## config.mk

```make
export PLATFORM = sky130hd
export DESIGN_NAME = pc_fetch_sequencer_flat
export DESIGN_NICKNAME = d
export VERILOG_FILES = /design/src/rtl/pc_fetch_sequencer_if.sv /design/src/rtl/pc_fetch_sequencer.sv /design/src/flat_wrapper.sv
export SDC_FILE = /design/constraint.sdc
export NUM_CORES = 1
export LEC_CHECK = 0
export BUFFER_PORTS_ARGS = -buffer_cell sky130_fd_sc_hd__buf_2
export CAP_MARGIN = 20
export CORE_UTILIZATION = 45
export DETAILED_ROUTE_END_ITERATION = 7
export GPL_ROUTABILITY_DRIVEN = 0
export HOLD_SLACK_MARGIN = 0.02
export PLACE_DENSITY = 0.71
export RECOVER_POWER = 25
export SETUP_SLACK_MARGIN = 0.1
export SLEW_MARGIN = 10
export SYNTH_ARGS = -nofsm -noshare
export SYNTH_HDL_FRONTEND = slang
export SYNTH_SLANG_ARGS = --single-unit
```

## constraint.sdc

```tcl
create_clock -name clock -period 3.81 [get_ports clock]
set_clock_uncertainty 0.2 [all_clocks]
set_input_delay 0.5715 -clock clock [delete_from_list [all_inputs] [get_ports clock]]
set_output_delay 0.5715 -clock clock [all_outputs]
set_load 0.02 [all_outputs]
```

## src/rtl/pc_fetch_sequencer_if.sv

```systemverilog
// Fetch-sequencer bundle: instruction-memory handshake, core-side instruction
// hand-off, next-PC selection inputs and misaligned-target fault reporting.
interface pc_fetch_sequencer_if;
    logic        imem_req_valid;
    logic [31:0] imem_req_addr;
    logic        imem_req_ready;
    logic        imem_resp_valid;
    logic [31:0] imem_resp_data;
    logic        inst_valid;
    logic [31:0] inst;
    logic [31:0] inst_pc;
    logic        inst_ready;
    logic [1:0]  next_pc_select;
    logic [31:0] immediate;
    logic [31:0] jalr_target;
    logic        misaligned_fault;
    logic [31:0] fault_addr;
    logic        fault_ack;

    modport master (
        output imem_req_valid, imem_req_addr,
        input  imem_req_ready, imem_resp_valid, imem_resp_data,
        output inst_valid, inst, inst_pc,
        input  inst_ready, next_pc_select, immediate, jalr_target,
        output misaligned_fault, fault_addr,
        input  fault_ack
    );

    modport slave (
        input  imem_req_valid, imem_req_addr,
        output imem_req_ready, imem_resp_valid, imem_resp_data,
        input  inst_valid, inst, inst_pc,
        output inst_ready, next_pc_select, immediate, jalr_target,
        input  misaligned_fault, fault_addr,
        output fault_ack
    );
endinterface

```

## src/rtl/pc_fetch_sequencer.sv

```systemverilog
// Single-outstanding instruction fetch loop: FETCH -> WAIT -> HOLD, with a
// FAULT detour when the chosen next PC is not word aligned.
module pc_fetch_sequencer #(
    parameter logic [31:0] RESET_PC    = 32'h0040_0000,
    parameter logic [31:0] TRAP_VECTOR = 32'h0000_0000
) (
    input  logic                 clock,
    input  logic                 reset_n,
    pc_fetch_sequencer_if.master bus
);
    typedef enum logic [1:0] {FETCH, WAIT, HOLD, FAULT} state_t;

    state_t      r_state, w_next_state;
    logic        r_live;
    logic [31:0] r_pc, r_inst, r_inst_pc, r_fault_addr;
    logic [31:0] w_target;
    logic        w_target_ok;
    logic        w_req_valid, w_inst_valid, w_fault;
    logic        w_take_resp, w_retire, w_ack;

    always_comb begin
        case (bus.next_pc_select)
            2'b00:   w_target = r_pc + 32'd4;
            2'b01:   w_target = r_pc + bus.immediate;
            2'b10:   w_target = bus.jalr_target & 32'hFFFF_FFFE;
            default: w_target = TRAP_VECTOR;
        endcase
    end
    assign w_target_ok = (w_target[1:0] == 2'b00);

    always_comb begin
        w_next_state = r_state;
        w_req_valid  = 1'b0;
        w_inst_valid = 1'b0;
        w_fault      = 1'b0;
        w_take_resp  = 1'b0;
        w_retire     = 1'b0;
        w_ack        = 1'b0;
        unique case (r_state)
            FETCH: begin
                // r_live keeps the request low until the first edge after reset release
                w_req_valid = r_live;
                if (r_live && bus.imem_req_ready) w_next_state = WAIT;
            end
            WAIT: begin
                if (bus.imem_resp_valid) begin
                    w_take_resp  = 1'b1;
                    w_next_state = HOLD;
                end
            end
            HOLD: begin
                w_inst_valid = 1'b1;
                if (bus.inst_ready) begin
                    w_retire     = 1'b1;
                    w_next_state = w_target_ok ? FETCH : FAULT;
                end
            end
            FAULT: begin
                w_fault = 1'b1;
                if (bus.fault_ack) begin
                    w_ack        = 1'b1;
                    w_next_state = FETCH;
                end
            end
        endcase
    end

    always_ff @(posedge clock or negedge reset_n) begin
        if (!reset_n) begin
            r_state <= FETCH;
            r_live  <= 1'b0;
        end else begin
            r_state <= w_next_state;
            r_live  <= 1'b1;
        end
    end

    always_ff @(posedge clock or negedge reset_n) begin
        if (!reset_n) begin
            r_pc         <= RESET_PC;
            r_inst       <= 32'd0;
            r_inst_pc    <= 32'd0;
            r_fault_addr <= 32'd0;
        end else begin
            if (w_take_resp) begin
                r_inst    <= bus.imem_resp_data;
                r_inst_pc <= r_pc;
            end
            if (w_retire) begin
                if (w_target_ok) r_pc <= w_target;
                else             r_fault_addr <= w_target;
            end
            if (w_ack) r_pc <= TRAP_VECTOR;
        end
    end

    assign bus.imem_req_valid   = w_req_valid;
    assign bus.imem_req_addr    = r_pc;
    assign bus.inst_valid       = w_inst_valid;
    assign bus.inst             = r_inst;
    assign bus.inst_pc          = r_inst_pc;
    assign bus.misaligned_fault = w_fault;
    assign bus.fault_addr       = r_fault_addr;
endmodule

```

## src/flat_wrapper.sv

```systemverilog
// flat-port wrapper written by rule: the top's interface ports become plain ports
module pc_fetch_sequencer_flat 
#(
    parameter logic [31:0] RESET_PC    = 32'h0040_0000,
    parameter logic [31:0] TRAP_VECTOR = 32'h0000_0000
)
  (clock, reset_n, bus_imem_req_valid, bus_imem_req_addr, bus_imem_req_ready, bus_imem_resp_valid, bus_imem_resp_data, bus_inst_valid, bus_inst, bus_inst_pc, bus_inst_ready, bus_next_pc_select, bus_immediate, bus_jalr_target, bus_misaligned_fault, bus_fault_addr, bus_fault_ack);
  pc_fetch_sequencer_if bus_i ();
  input  logic clock;
  input  logic reset_n;
  output wire logic [$bits(bus_i.imem_req_valid)-1:0] bus_imem_req_valid;
  output wire logic [$bits(bus_i.imem_req_addr)-1:0] bus_imem_req_addr;
  input wire logic [$bits(bus_i.imem_req_ready)-1:0] bus_imem_req_ready;
  input wire logic [$bits(bus_i.imem_resp_valid)-1:0] bus_imem_resp_valid;
  input wire logic [$bits(bus_i.imem_resp_data)-1:0] bus_imem_resp_data;
  output wire logic [$bits(bus_i.inst_valid)-1:0] bus_inst_valid;
  output wire logic [$bits(bus_i.inst)-1:0] bus_inst;
  output wire logic [$bits(bus_i.inst_pc)-1:0] bus_inst_pc;
  input wire logic [$bits(bus_i.inst_ready)-1:0] bus_inst_ready;
  input wire logic [$bits(bus_i.next_pc_select)-1:0] bus_next_pc_select;
  input wire logic [$bits(bus_i.immediate)-1:0] bus_immediate;
  input wire logic [$bits(bus_i.jalr_target)-1:0] bus_jalr_target;
  output wire logic [$bits(bus_i.misaligned_fault)-1:0] bus_misaligned_fault;
  output wire logic [$bits(bus_i.fault_addr)-1:0] bus_fault_addr;
  input wire logic [$bits(bus_i.fault_ack)-1:0] bus_fault_ack;
  assign bus_imem_req_valid = bus_i.imem_req_valid;
  assign bus_imem_req_addr = bus_i.imem_req_addr;
  assign bus_i.imem_req_ready = bus_imem_req_ready;
  assign bus_i.imem_resp_valid = bus_imem_resp_valid;
  assign bus_i.imem_resp_data = bus_imem_resp_data;
  assign bus_inst_valid = bus_i.inst_valid;
  assign bus_inst = bus_i.inst;
  assign bus_inst_pc = bus_i.inst_pc;
  assign bus_i.inst_ready = bus_inst_ready;
  assign bus_i.next_pc_select = bus_next_pc_select;
  assign bus_i.immediate = bus_immediate;
  assign bus_i.jalr_target = bus_jalr_target;
  assign bus_misaligned_fault = bus_i.misaligned_fault;
  assign bus_fault_addr = bus_i.fault_addr;
  assign bus_i.fault_ack = bus_fault_ack;
  pc_fetch_sequencer #(.RESET_PC(RESET_PC), .TRAP_VECTOR(TRAP_VECTOR)) u_core (.clock(clock), .reset_n(reset_n), .bus(bus_i));
endmodule
```

== Word level (Yosys, flattened, before mapping) ==
Cells that the tools add are included.
Storage, ports and cells
  output and inout bits: 131
  register bits after elaboration: 131
  logic and storage cells: 46
  input bits: 104
Operators by class
  multiplexer cells: 19
  add/subtract/negate cells: 2
  bitwise operators: 1
  reduce and logical (&&, ||, !) cells: 9
  equality and inequality tests: 9
Operators with widths (count)
  2-to-1 mux 32 bit: 3
  one-hot mux 32 bit (3 select lines): 1
  adder 32 x 3 -> 32 bit, second input constant: 1
  adder 32 bit: 1
  2-to-1 mux 2 bit: 5
  2-to-1 mux 1 bit: 9
  one-hot mux 2 bit (4 select lines): 1
  == test 2 bit, second input constant: 3
  zero test 2 bit: 3
  != test 2 bit, second input constant: 3
  == test 2 x 1 -> 1 bit, second input constant: 2
  AND reduction 2 bit: 2
  AND reduction 4 bit: 1
  nonzero test 2 bit: 2
  != test 2 x 1 -> 1 bit, second input constant: 1
  logical AND 1 bit: 1
  NOT 1 bit: 1

== Logic depth before layout (Yosys ltp) ==
Gate-level depths: netlist (run 1).
  depth in word-level cells: 6
  depth in mapped cells: 10
  mapped depth without buffers: 10

== Worst setup path after synthesis (run 1) ==
No wires, ideal clock.
  kind: flip-flop to flip-flop
  start point: reg u_core.r_pc[22], in the netlist u_core.bus.imem_req_addr[22]
  end point: reg u_core.r_fault_addr[31], in the netlist u_core.bus.fault_addr[31]
  period minus slack after synthesis: 2.976 ns
  arrival time: 2.650 ns
  stages on the path, launching flop included: 10
  setup slack: 0.834 ns
  required time: 3.484 ns
  path buffers: 0
  library setup time: 0.126 ns
  cells stage by stage: dfstp_2 > ha_1 > a21o_1 > o21bai_4 > a221o_1 > a221o_1 > or2_4 > o221ai_4 > mux2i_1 > a221o_1
Between the ends
  longest elaborated chain between the ends: 2
  elaborated cells between the ends (all ways): 3
  those cells by class: 2 x add/sub; 1 x mux
Ends and longest elaborated chain
  from (decl): line pc_fetch_sequencer.sv:15  | logic [31:0] r_pc, r_inst, r_inst_pc, r_fault_addr;
  from (signal assigned): line pc_fetch_sequencer.sv:90  | if (w_target_ok) r_pc <= w_target;
  adder 32 bit or adder 32 x 3 -> 32 bit (tied branches): line pc_fetch_sequencer.sv:24, pc_fetch_sequencer.sv:23
  one-hot mux 32 bit (3 select lines) *: line pc_fetch_sequencer.sv:22  | case (bus.next_pc_select)
  to (signal assigned): line pc_fetch_sequencer.sv:91  | else r_fault_addr <= w_target;
  to (decl): line pc_fetch_sequencer.sv:15
Mark *: on every way between the ends. The rest lies on a longest branch, timed or not.
A chain may end at the register's enable or synchronous reset.

== Worst setup path after layout (run 1) ==
  start point: reg u_core.r_pc[12], in the netlist u_core.bus.imem_req_addr[12]
  end point: reg u_core.r_pc[27], in the netlist u_core.bus.imem_req_addr[27]
Between the ends
  longest elaborated chain between the ends: 5
  elaborated cells between the ends (all ways): 6
  those cells by class: 2 x add/sub; 4 x mux
Ends and longest elaborated chain
  adder 32 bit or adder 32 x 3 -> 32 bit (tied branches): line pc_fetch_sequencer.sv:24, pc_fetch_sequencer.sv:23
  one-hot mux 32 bit (3 select lines) *: line pc_fetch_sequencer.sv:22
  2-to-1 mux 32 bit *: line pc_fetch_sequencer.sv:90
  2-to-1 mux 32 bit *: line pc_fetch_sequencer.sv:89  | if (w_retire) begin
  2-to-1 mux 32 bit *: line pc_fetch_sequencer.sv:93  | if (w_ack) r_pc <= TRAP_VECTOR;
Mark *: on every way between the ends. The rest lies on a longest branch, timed or not. The select of a mux whose other input is x is not followed.

==> impl_metrics.py, run 1 <==
metrics = {
    "run_status": {
        "status": "finished with violations",
        "violations": "max-capacitance violations, max-slew violations",
    },
    "logic_synthesis": {
        "synth.distinct_cells": 66,
        "ys_seq_area_share_pct": 41.6,
        "syn-num-nets": 955,
        "synth_area_leaders": "dfrtp_1 (41%), mux2_2 (9.7%), ha_1 (5.1%), a21oi_1 (3.9%), o21ai_0 (3.6%)",
        "synth_top_area_share_pct": 41.3,
        "muxShareOfSynthArea_pct": 11.7,
        "synthSimpleGateAreaFrac_pct": 14.5,
        "yosys_register_bits": 131,
        "synth-xor-area-share_pct": 5.34,
        "yosys_warnings": 0,
        "synth_top_family_by_area": "compound AO/OA/AOI/OAI gates",
        "synth_compound_area_share_pct": 18.7,
        "yosysTopAreaCell": "dfrtp_1",
        "ys_top_cells_by_count": "dfrtp_1 (130), nor2_1 (69), mux2_2 (68), nand2_1 (68), a21oi_1 (62)",
        "synth_fa_ha_area_share_pct": 5.34,
        "synth_area_um2": 7880,
        "async_flop_share_pct": 100,
        "synth_edf_count": 0,
        "synth.most_common_cell": "dfrtp_1",
        "synthCells": 818,
        "syn_avg_cell_area_um2": 9.63,
        "ys.flop_type": "dfrtp_1",
    },
    "timing": {
        "worst_slew_pin_slew_ns": 1.77,
        "fin_crit_sh_pct": 84.4,
        "setup_violations": 0,
        "grt_setup_unrepaired": "false",
        "finalMaxSlewViolations": 72,
        "relSlewSlack_pct": -18.3,
        "fmax_ghz": 0.311,
        "setup_tns_ns": 0,
        "hold_viol": 0,
        "fin_crit_ns": 3.22,
    },
    "clock_tree": {
        "clkSinkCount": 131,
        "cts_setup_buffers": 0,
        "cts_buffers": 17,
        "clockBufferDepth": 2,
        "cts_tree": "done",
        "cts-root-buf": "clkbuf_16",
        "clk_latency_ns": 0.42,
        "htreeDepth": 4,
        "post_cts_resized": 0,
        "clk_pin_slew_ns": 0.06,
    },
    "drt": {
        "wl_per_cell_um": 18.5,
        "remaining_drc_errors": 0,
        "drt_iter0_drc": 526,
        "dr_wl_met2_mm": 11.0,
        "met3WireLength_mm": 2.04,
        "maxUsedRoutingLayer": "met4",
        "met1_length_mm": 10.2,
        "vias": 7365,
        "vias_per_cell": 5.71,
        "drtPass1Iterations": 5,
        "wl_mm": 23.8,
        "antenna_left": 0,
    },
    "setup_path": {
        "reg2reg_slack_ns": 0.59,
        "crit_path_top_delay_cell": "o311ai_0",
        "crit_path_start_kind": "flip-flop",
        "critPathRequiredTime_ns": 3.89,
        "crit_top_cell": "nor2_1",
        "worstSetupPathType": "reg2reg",
        "worstReg2RegEnd": "u_core.bus.imem_req_addr[27]$_DFFE_PN0P_",
        "crit_chain": "ha_1 -> nor2_1 -> nor2_1 -> a31o_2 -> a311oi_1 -> nand2_1 -> o311ai_0 -> o21ai_0",
        "cp-endpoint": "u_core.bus.imem_req_addr[27]$_DFFE_PN0P_",
        "ff2ff_path_depth": 8,
        "cp_slowest_stage_delay_ns": 0.65,
        "critPathArrivalTime_ns": 3.30,
        "path_depth": 8,
        "r2r-start": "u_core.bus.imem_req_addr[12]$_DFFE_PN0P_",
        "cp_top_family": "compound AO/OA/AOI/OAI gates",
        "crit_start": "u_core.bus.imem_req_addr[12]$_DFFE_PN0P_",
        "cp_max_fo": 8,
        "endpoint_kind": "flip-flop",
        "path_buf_inv": 0,
    },
    "floorplan": {
        "die_width_um": 134,
        "dieArea_um2": 18000,
        "fp.dieH_um": 134,
        "ioPinCount": 235,
        "initial_core_util_pct": 45.9,
        "rows": 48,
        "coreArea_um2": 17200,
    },
    "grt": {
        "grt_max_degree": 72,
        "overflow": 0,
        "track_usage_pct": 27.1,
        "antenna_found_initial": 0,
        "grt_pass1_wl_mm": 37.5,
        "grt_pass1_vias": 7110,
    },
    "power_and_ir_drop": {
        "p_per_area_nw_per_um2": 830,
        "power.leakage_nw": 4.83,
        "peakVddDrop_mv": 0.414,
        "power_mw": 8.25,
    },
    "final_layout": {
        "nNetsFinal": 1190,
        "num_antenna_cells": 0,
        "postLayoutCoreUtil_pct": 57.9,
        "syn2layout_area_growth_pct": 26.2,
        "layout.cells.non_filler": 1289,
        "final_design_area_no_fill_um2": 9940,
        "layout-drive-gt1-share_pct": 33.4,
    },
    "job": {
        "cap_violations": 1,
    },
    "placement": {
        "place_hpwl_mm": 17.6,
        "dp.cells": 1258,
        "port_buffers": 233,
        "placed_area_um2": 9350,
    },
    "worst_hold_path": {
        "holdCritPathClass": "in2reg",
    },
}
-- metrics by stage --
stage                     hold slack, ns  setup slack (ns)
after floorplan                   0.0759             0.834
after global placement             0.256             0.437
after detailed placement           0.266             0.433
after CTS                          0.165             0.622
after global routing               0.163             0.357
final                              0.172             0.593
-- registers in the layout, indices dropped and copies added (netlist names) --
register,count
u_core.bus.inst_pc,32
u_core.bus.imem_req_addr,32
u_core.bus.inst,32
u_core.r_live,1
u_core.r_state,2
u_core.bus.fault_addr,32
-- how the worst min path moves through the flow --
| stage | from | end | slack (ns) | cells past startpoint |
|---|---|---|---|---|
| after CTS | bus_imem_resp_data[12] | u_core.bus.inst[12]$_DFFE_PN0P_ | 0.17 | 2 |
| after detailed placement | u_core.bus.inst_pc[30]$_DFFE_PN0P_ | u_core.bus.inst_pc[30]$_DFFE_PN0P_ | 0.27 | 2 |
| after global placement | u_core.bus.inst_pc[14]$_DFFE_PN0P_ | u_core.bus.inst_pc[14]$_DFFE_PN0P_ | 0.26 | 2 |
| after floorplan | reset_n | u_core.bus.fault_addr[0]$_DFFE_PN0P_ | 0.08 | 0 |
| final | bus_imem_resp_data[7] | u_core.bus.inst[7]$_DFFE_PN0P_ | 0.17 | 2 |
| after global routing | bus_imem_resp_data[13] | u_core.bus.inst[13]$_DFFE_PN0P_ | 0.16 | 2 |
-- power breakdown --
part | leakage (nW) | total, mW | switching [mW] | internal, mW
Combinational | 2.86 | 4.04 | 2.43 | 1.61
Sequential | 1.68 | 2.50 | 0.514 | 1.99
Clock | 0.284 | 1.71 | 0.652 | 1.06
-- metal layers --
layer,vias up,GRT usage [%]
li1,3469,-
met1,3523,35.1
met2,329,43.7
met3,44,7.52
met4,0,9.30
met5,-,0
-- cells by family (layout without fill, tap and decap cells) --
logic type,count (synthesis),after routing
AND/OR/NAND/NOR,241,241
multiplexers,82,82
buffers and inverters,59,305
adder cells (fa/ha/maj),33,33
flip-flops,131,131
AO/OA/AOI/OAI,223,223
other,1,1
XOR/XNOR,48,48
-- cell type report --
class,count,area (um2)
flip-flops and latches,131,3280
clock inverters,11,155
clock buffers,19,453
repair buffers,257,1330
multi-input cells,628,4380
well taps,225,282
fillers,1566,7240
inverters,18,67.6
-- worst register-to-register path, cell delays in order, from the launching register on --
cell,delay (ns)
dfrtp_1,0.48
ha_1,0.40
nor2_1,0.15
nor2_1,0.08
a31o_2,0.27
a311oi_1,0.49
nand2_1,0.18
o311ai_0,0.65
o21ai_0,0.18
-- layout by cell type, fill, tap and decap left out, drive strengths merged, types with 4 or more instances in the layout --
cell type	n
o211ai	6
inv	19
a211oi	4
o32a	5
xor2	18
nand2	68
a22o	10
o31ai	4
nor2	69
nor4	8
or3	5
xnor2	30
clkbuf	37
ha	32
buf	238
and2	10
o22ai	11
nand4	18
a22oi	8
mux2i	13
nor2b	9
a21o	14
nand3	20
nor3	16
o21ai	57
mux2	68
dfrtp	130
clkinvlp	4
or2	4
a21oi	63
o21bai	4
and3	5
a31oi	8
-- repair_timing --
action | CTS | global route
setup endpoints to repair | 0 | 0
hold endpoints to repair | 68 | 0
hold buffers | 1 | 0
No activity file was read; power rests on OpenSTA's default activity.
==> inputs of run 2 (changes only) <==
Settings changed: PLACE_DENSITY 0.71 to 0.74.
Clock period 3.81 ns to 2.87 ns, I/O delays scaled along.
==> run 2 against run 1 <==
Net effect: first-iteration DRC count grew 19%; cell area grew 14%; via count rose by 8.5%; critical path type unchanged; non-clock buffer count rose by 121; die area unchanged; count of clock-buffer cells in the layout down 1; utilization up 7.9 points; final cell count is 9.5% higher; routed wire length rose by 11%; sequential power rose by 25%; register-to-register slack got worse by 0.61 ns; clock power rose by 20%; the run ends with max-capacitance violations, max-slew violations, negative setup slack left.
==> impl_metrics.py, run 2 (synthesized netlist as in run 1, its figures left out) <==
metrics = {
    "run_status": {
        "status": "finished with violations",
        "violations": "max-capacitance violations, max-slew violations, negative setup slack",
    },
    "clock_tree": {
        "htreeDepth": 4,
        "cts-root-buf": "clkbuf_16",
        "clkSinkCount": 131,
        "clk_latency_ns": 0.43,
        "clk_pin_slew_ns": 0.06,
        "cts_tree": "done",
        "clockBufferDepth": 2,
        "cts_buffers": 17,
    },
    "final_layout": {
        "layout_commonest_cell": "buf_2",
        "nNetsFinal": 1311,
        "postLayoutCoreUtil_pct": 65.8,
        "num_antenna_cells": 0,
        "layout-drive-gt1-share_pct": 46.0,
        "syn2layout_area_growth_pct": 43.4,
        "layout_common_cells": "buf_2 (232), buf_4 (131), dfrtp_1 (127), nor2_1 (65)",
        "fillers": 1395,
    },
    "floorplan": {
        "die_width_um": 134,
        "dieArea_um2": 18000,
        "coreArea_um2": 17200,
        "fp.dieH_um": 134,
        "ioPinCount": 235,
        "rows": 48,
        "initial_core_util_pct": 45.9,
    },
    "power_and_ir_drop": {
        "peakVddDrop_mv": 0.638,
        "power_mw": 12.1,
        "p_per_area_nw_per_um2": 1070,
        "power.leakage_nw": 5.57,
    },
    "drt": {
        "wl_per_cell_um": 18.7,
        "wl_mm": 26.3,
        "antenna_left": 0,
        "drt_iter0_drc": 628,
        "vias": 7990,
        "vias_per_cell": 5.66,
        "remaining_drc_errors": 0,
        "drtPass1Iterations": 5,
    },
    "worst_hold_path": {
        "holdCritPathClass": "in2reg",
    },
    "timing": {
        "fin_crit_ns": 2.89,
        "setup_violations": 1,
        "worst_slew_pin_slew_ns": 1.67,
        "fin_ws_ns": -0.0213,
        "relSlewSlack_pct": -11.3,
        "hold_viol": 0,
        "fmax_ghz": 0.346,
        "setup_tns_ns": -0.0213,
        "finalMaxSlewViolations": 65,
        "grt_setup_unrepaired": "true",
        "fin_crit_sh_pct": 101,
    },
    "setup_path": {
        "cp_slowest_stage_delay_ns": 0.55,
        "crit_path_start_kind": "flip-flop",
        "cp_max_fo": 3,
        "critPathRequiredTime_ns": 2.98,
        "crit_top_cell": "a221o_1",
        "crit_path_top_delay_cell": "dfstp_2",
        "worstSetupPathType": "reg2reg",
        "critPathArrivalTime_ns": 3.00,
        "endpoint_kind": "flip-flop",
        "crit_chain": "ha_4 -> a21o_1 -> o21bai_4 -> a221o_1 -> a221o_1 -> or2_4 -> o221ai_4 -> mux2i_1 -> a221o_1",
    },
    "placement": {
        "port_buffers": 233,
        "place_hpwl_mm": 19.0,
    },
    "grt": {
        "antenna_found_initial": 0,
        "overflow": 0,
        "grt_pass1_wl_mm": 39.6,
        "grt_pass1_vias": 7684,
        "track_usage_pct": 28.6,
        "grt_max_degree": 66,
    },
    "job": {
        "cap_violations": 1,
    },
}
[run 2: cell types whose count changed in the layout (fill, tap and decap cells not counted), sizes merged]
cell | previous run | this run
bufinv | 3 | 1
clkinvlp | 4 | 3
clkinv | 3 | 8
clkbuf | 37 | 21
dlygate4sd3 | 1 | 7
buf | 238 | 368
[run 2: cell type report]
cell class	instances	area [um2]	area share, %
Multi-Input combinational cell	628	4800	42.5
Sequential cell	131	3280	29.1
Timing Repair Buffer	378	2320	20.6
Clock buffer	18	429	3.80
Tap cell	225	282	2.49
Clock inverter	13	113	0.997
Inverter	18	67.6	0.598
[run 2: routing by layer]
metal	wire [um]	vias up	global-route usage (%)	share of wire [%]
met5	0	-	0	0
met4	757	0	9.61	2.9
met3	2240	73	6.95	8.5
met2	12600	414	46.8	48
met1	10700	3791	37.1	41
li1	-	3712	-	-
[run 2: critical path, delay by kind of cell (launching register included)]
| kind | cells | cell delay, ns |
|---|---|---|
| AND/OR/NAND/NOR | 1 | 0.25 |
| AO/OA/AOI/OAI | 6 | 1.46 |
| flip-flops | 1 | 0.55 |
| adder cells (fa/ha/maj) | 1 | 0.20 |
| multiplexers | 1 | 0.11 |
[run 2: power breakdown]
group / internal [mW] / total (mW) / switching, mW / leakage (nW)
logic: 2.99 / 6.87 / 3.88 / 3.63
registers: 2.64 / 3.13 / 0.492 / 1.68
clock network: 1.18 / 2.05 / 0.866 / 0.262
[run 2: stage by stage]
stage	std cells	worst slack, ns	area [um2]	hold WS [ns]
6_report	1411	-0.0213	11300	0.0255
5_1_grt	1411	-0.100	11300	0.0222
4_1_cts	1392	-0.0196	10900	0.0209
3_5_place_dp	1359	-0.263	10200	0.271
3_3_place_gp	1359	-0.205	10200	0.259
2_1_floorplan	818	-0.0397	7910	-0.0651
[run 2: repair_timing]
action / CTS / global route
hold endpoints to repair: 62 / 6
gates cloned: 0 / 0
setup buffers: 1 / 13
endpoints found under the setup margin: 29 / 44
hold buffers: 1 / 6
pin swaps: 13 / 36
gates resized for setup: 25 / 60
[run 2: path summary, 6_finish.rpt]
kind / startpoint / end / slack (ns) / depth (start not counted)
min: bus_imem_resp_data[9] / u_core.bus.inst[9]$_DFFE_PN0P_ / 0.03 / 2
max: u_core.bus.imem_req_addr[22]$_DFFE_PN1P_ / u_core.bus.fault_addr[31]$_DFFE_PN0P_ / -0.02 / 9
max in group asynchronous: reset_n / u_core.bus.imem_req_addr[0]$_DFFE_PN0P_ / 0.34 / 3
max reg2reg: u_core.bus.imem_req_addr[22]$_DFFE_PN1P_ / u_core.bus.fault_addr[31]$_DFFE_PN0P_ / -0.02 / 9
min in group asynchronous: reset_n / u_core.bus.fault_addr[13]$_DFFE_PN0P_ / 0.79 / 2
min reg2reg: u_core.bus.inst_pc[23]$_DFFE_PN0P_ / u_core.bus.inst_pc[23]$_DFFE_PN0P_ / 0.28 / 2
==> inputs of run 3 (changes only) <==
Settings changed: CTS_CLUSTER_DIAMETER set to 150, RECOVER_POWER 25 to 100, SLEW_MARGIN 10 to 5.
==> run 3 against run 2 <==
Net effect: critical path type unchanged; the flow still finishes with violations (max-capacitance violations, max-slew violations, negative setup slack); hold slack hardly changed; power down 1.7%; clock power barely moved; sequential share of layout area up 0.47 points; sequential cell count did not move; utilization down 1.1 points; critical path depth is the same; highest routed layer unchanged.
==> impl_metrics.py, run 3 (synthesized netlist as in run 1, its figures left out) <==
metrics = {
    "run_status": {
        "status": "finished with violations",
        "violations": "max-capacitance violations, max-slew violations, negative setup slack",
    },
    "power_and_ir_drop": {
        "p_per_area_nw_per_um2": 1070,
        "power.leakage_nw": 5.11,
        "peakVddDrop_mv": 0.611,
    },
    "drt": {
        "remaining_drc_errors": 0,
        "vias_per_cell": 5.67,
        "wl_mm": 26.3,
        "antenna_left": 0,
        "drt_iter0_drc": 572,
        "wl_per_cell_um": 18.7,
        "drtPass1Iterations": 5,
        "vias": 8000,
    },
    "setup_path": {
        "reg2reg_slack_ns": -0.02,
        "crit_chain": "ha_4 -> a21o_1 -> o21bai_4 -> a221o_1 -> a221o_1 -> or2_4 -> o221ai_4 -> mux2i_1 -> a221o_1",
        "crit_path_start_kind": "flip-flop",
        "cp_slowest_stage_delay_ns": 0.55,
        "crit_path_top_delay_cell": "dfstp_2",
        "critPathRequiredTime_ns": 2.98,
        "crit_start": "u_core.bus.imem_req_addr[22]$_DFFE_PN1P_",
        "endpoint_kind": "flip-flop",
        "crit_top_cell": "a221o_1",
        "r2r-start": "u_core.bus.imem_req_addr[22]$_DFFE_PN1P_",
        "critPathArrivalTime_ns": 3.00,
        "worstSetupPathType": "reg2reg",
        "cp_max_fo": 3,
    },
    "timing": {
        "setup_violations": 1,
        "setup_tns_ns": -0.0198,
        "hold_viol": 0,
        "fmax_ghz": 0.346,
        "grt_setup_unrepaired": "true",
        "worst_slew_pin_slew_ns": 1.66,
        "fin_ws_ns": -0.0198,
        "finalMaxSlewViolations": 65,
        "fin_crit_sh_pct": 101,
        "relSlewSlack_pct": -10.8,
        "fin_crit_ns": 2.89,
    },
    "floorplan": {
        "initial_core_util_pct": 45.9,
        "coreArea_um2": 17200,
        "ioPinCount": 235,
        "fp.dieH_um": 134,
        "die_width_um": 134,
        "dieArea_um2": 18000,
        "rows": 48,
    },
    "final_layout": {
        "layout_common_cells": "clkbuf_1 (131), dfrtp_1 (127), buf_4 (123), buf_2 (110), nor2_1 (65)",
        "nNetsFinal": 1311,
        "layout-drive-gt1-share_pct": 35.1,
        "num_antenna_cells": 0,
        "layout_commonest_cell": "clkbuf_1",
        "syn2layout_area_growth_pct": 41.1,
    },
    "grt": {
        "overflow": 0,
        "grt_pass1_vias": 7684,
        "grt_max_degree": 66,
        "track_usage_pct": 28.6,
        "antenna_found_initial": 0,
        "grt_pass1_wl_mm": 39.6,
    },
    "placement": {
        "place_ws_ns": -0.263,
        "port_buffers": 233,
        "place_hpwl_mm": 19.0,
    },
    "clock_tree": {
        "cts_buffers": 17,
        "cts_tree": "done",
        "cts-root-buf": "clkbuf_16",
        "clkSinkCount": 131,
        "clk_latency_ns": 0.43,
        "clockBufferDepth": 2,
        "clk_pin_slew_ns": 0.06,
        "htreeDepth": 4,
    },
    "job": {
        "cap_violations": 1,
    },
    "worst_hold_path": {
        "holdCritStartpoint": "bus_imem_resp_data[7]",
        "holdCritPathClass": "in2reg",
    },
}
[run 3: metrics by stage]
step | instances | power, mW | area [um2] | hold slack, ns | util (%)
after global routing | 1411 | 12.5 | 11100 | 0.0222 | 64.7
after global placement | 1359 | 9.27 | 10200 | 0.259 | 59.4
after CTS | 1392 | 11.6 | 10900 | 0.0209 | 63.3
after floorplan | 818 | 6.91 | 7910 | -0.0651 | -
after detailed placement | 1359 | 9.42 | 10200 | 0.271 | 59.4
final | 1411 | 11.8 | 11100 | 0.0252 | 64.7
[run 3: final timing paths]
kind                                                             to  depth (start not counted)
min in group asynchronous  u_core.bus.imem_req_addr[19]$_DFFE_PN0P_                          2
hold reg to reg                  u_core.bus.inst_pc[23]$_DFFE_PN0P_                          2
max in group asynchronous   u_core.bus.imem_req_addr[0]$_DFFE_PN0P_                          3
setup reg to reg              u_core.bus.fault_addr[31]$_DFFE_PN0P_                          9
hold / removal                       u_core.bus.inst[7]$_DFFE_PN0P_                          2
setup / recovery              u_core.bus.fault_addr[31]$_DFFE_PN0P_                          9
[run 3: critical path, delay by kind of cell (launching register included)]
| kind | cells | cell delay (ns) |
|---|---|---|
| simple gates | 1 | 0.25 |
| compound gates | 6 | 1.46 |
| flops | 1 | 0.55 |
| fa+ha+maj | 1 | 0.20 |
| mux | 1 | 0.11 |
[run 3: report_power, final]
group	internal (mW)	leakage [nW]	switching [mW]
Sequential	2.64	1.68	0.509
Combinational	2.76	3.16	3.89
Clock	1.18	0.262	0.867
[run 3: area by class of cell]
| type | count | area (um2) |
|---|---|---|
| tap | 225 | 282 |
| timing repair buffer | 378 | 2140 |
| clock inverter | 13 | 113 |
| fill | 1474 | 6060 |
| inverter | 18 | 67.6 |
| multi-input combinational | 628 | 4800 |
| clock buffer | 18 | 429 |
| sequential | 131 | 3280 |
[run 3: repair_timing]
item / in CTS / in global routing
pin swaps: 13 / 36
gates resized for setup: 25 / 60
hold endpoints to repair: 62 / 6
setup buffers: 1 / 13
hold buffers: 1 / 6
setup endpoints to repair: 29 / 44
[run 3: per-layer routing]
| metal | global-route usage [%] | up-vias | part of all wire [%] |
|---|---|---|---|
| li1 | - | 3712 | - |
| met1 | 37.1 | 3783 | 41 |
| met2 | 46.8 | 437 | 48 |
| met3 | 6.95 | 68 | 8.5 |
| met4 | 9.61 | 0 | 2.9 |
| met5 | 0 | - | 0 |
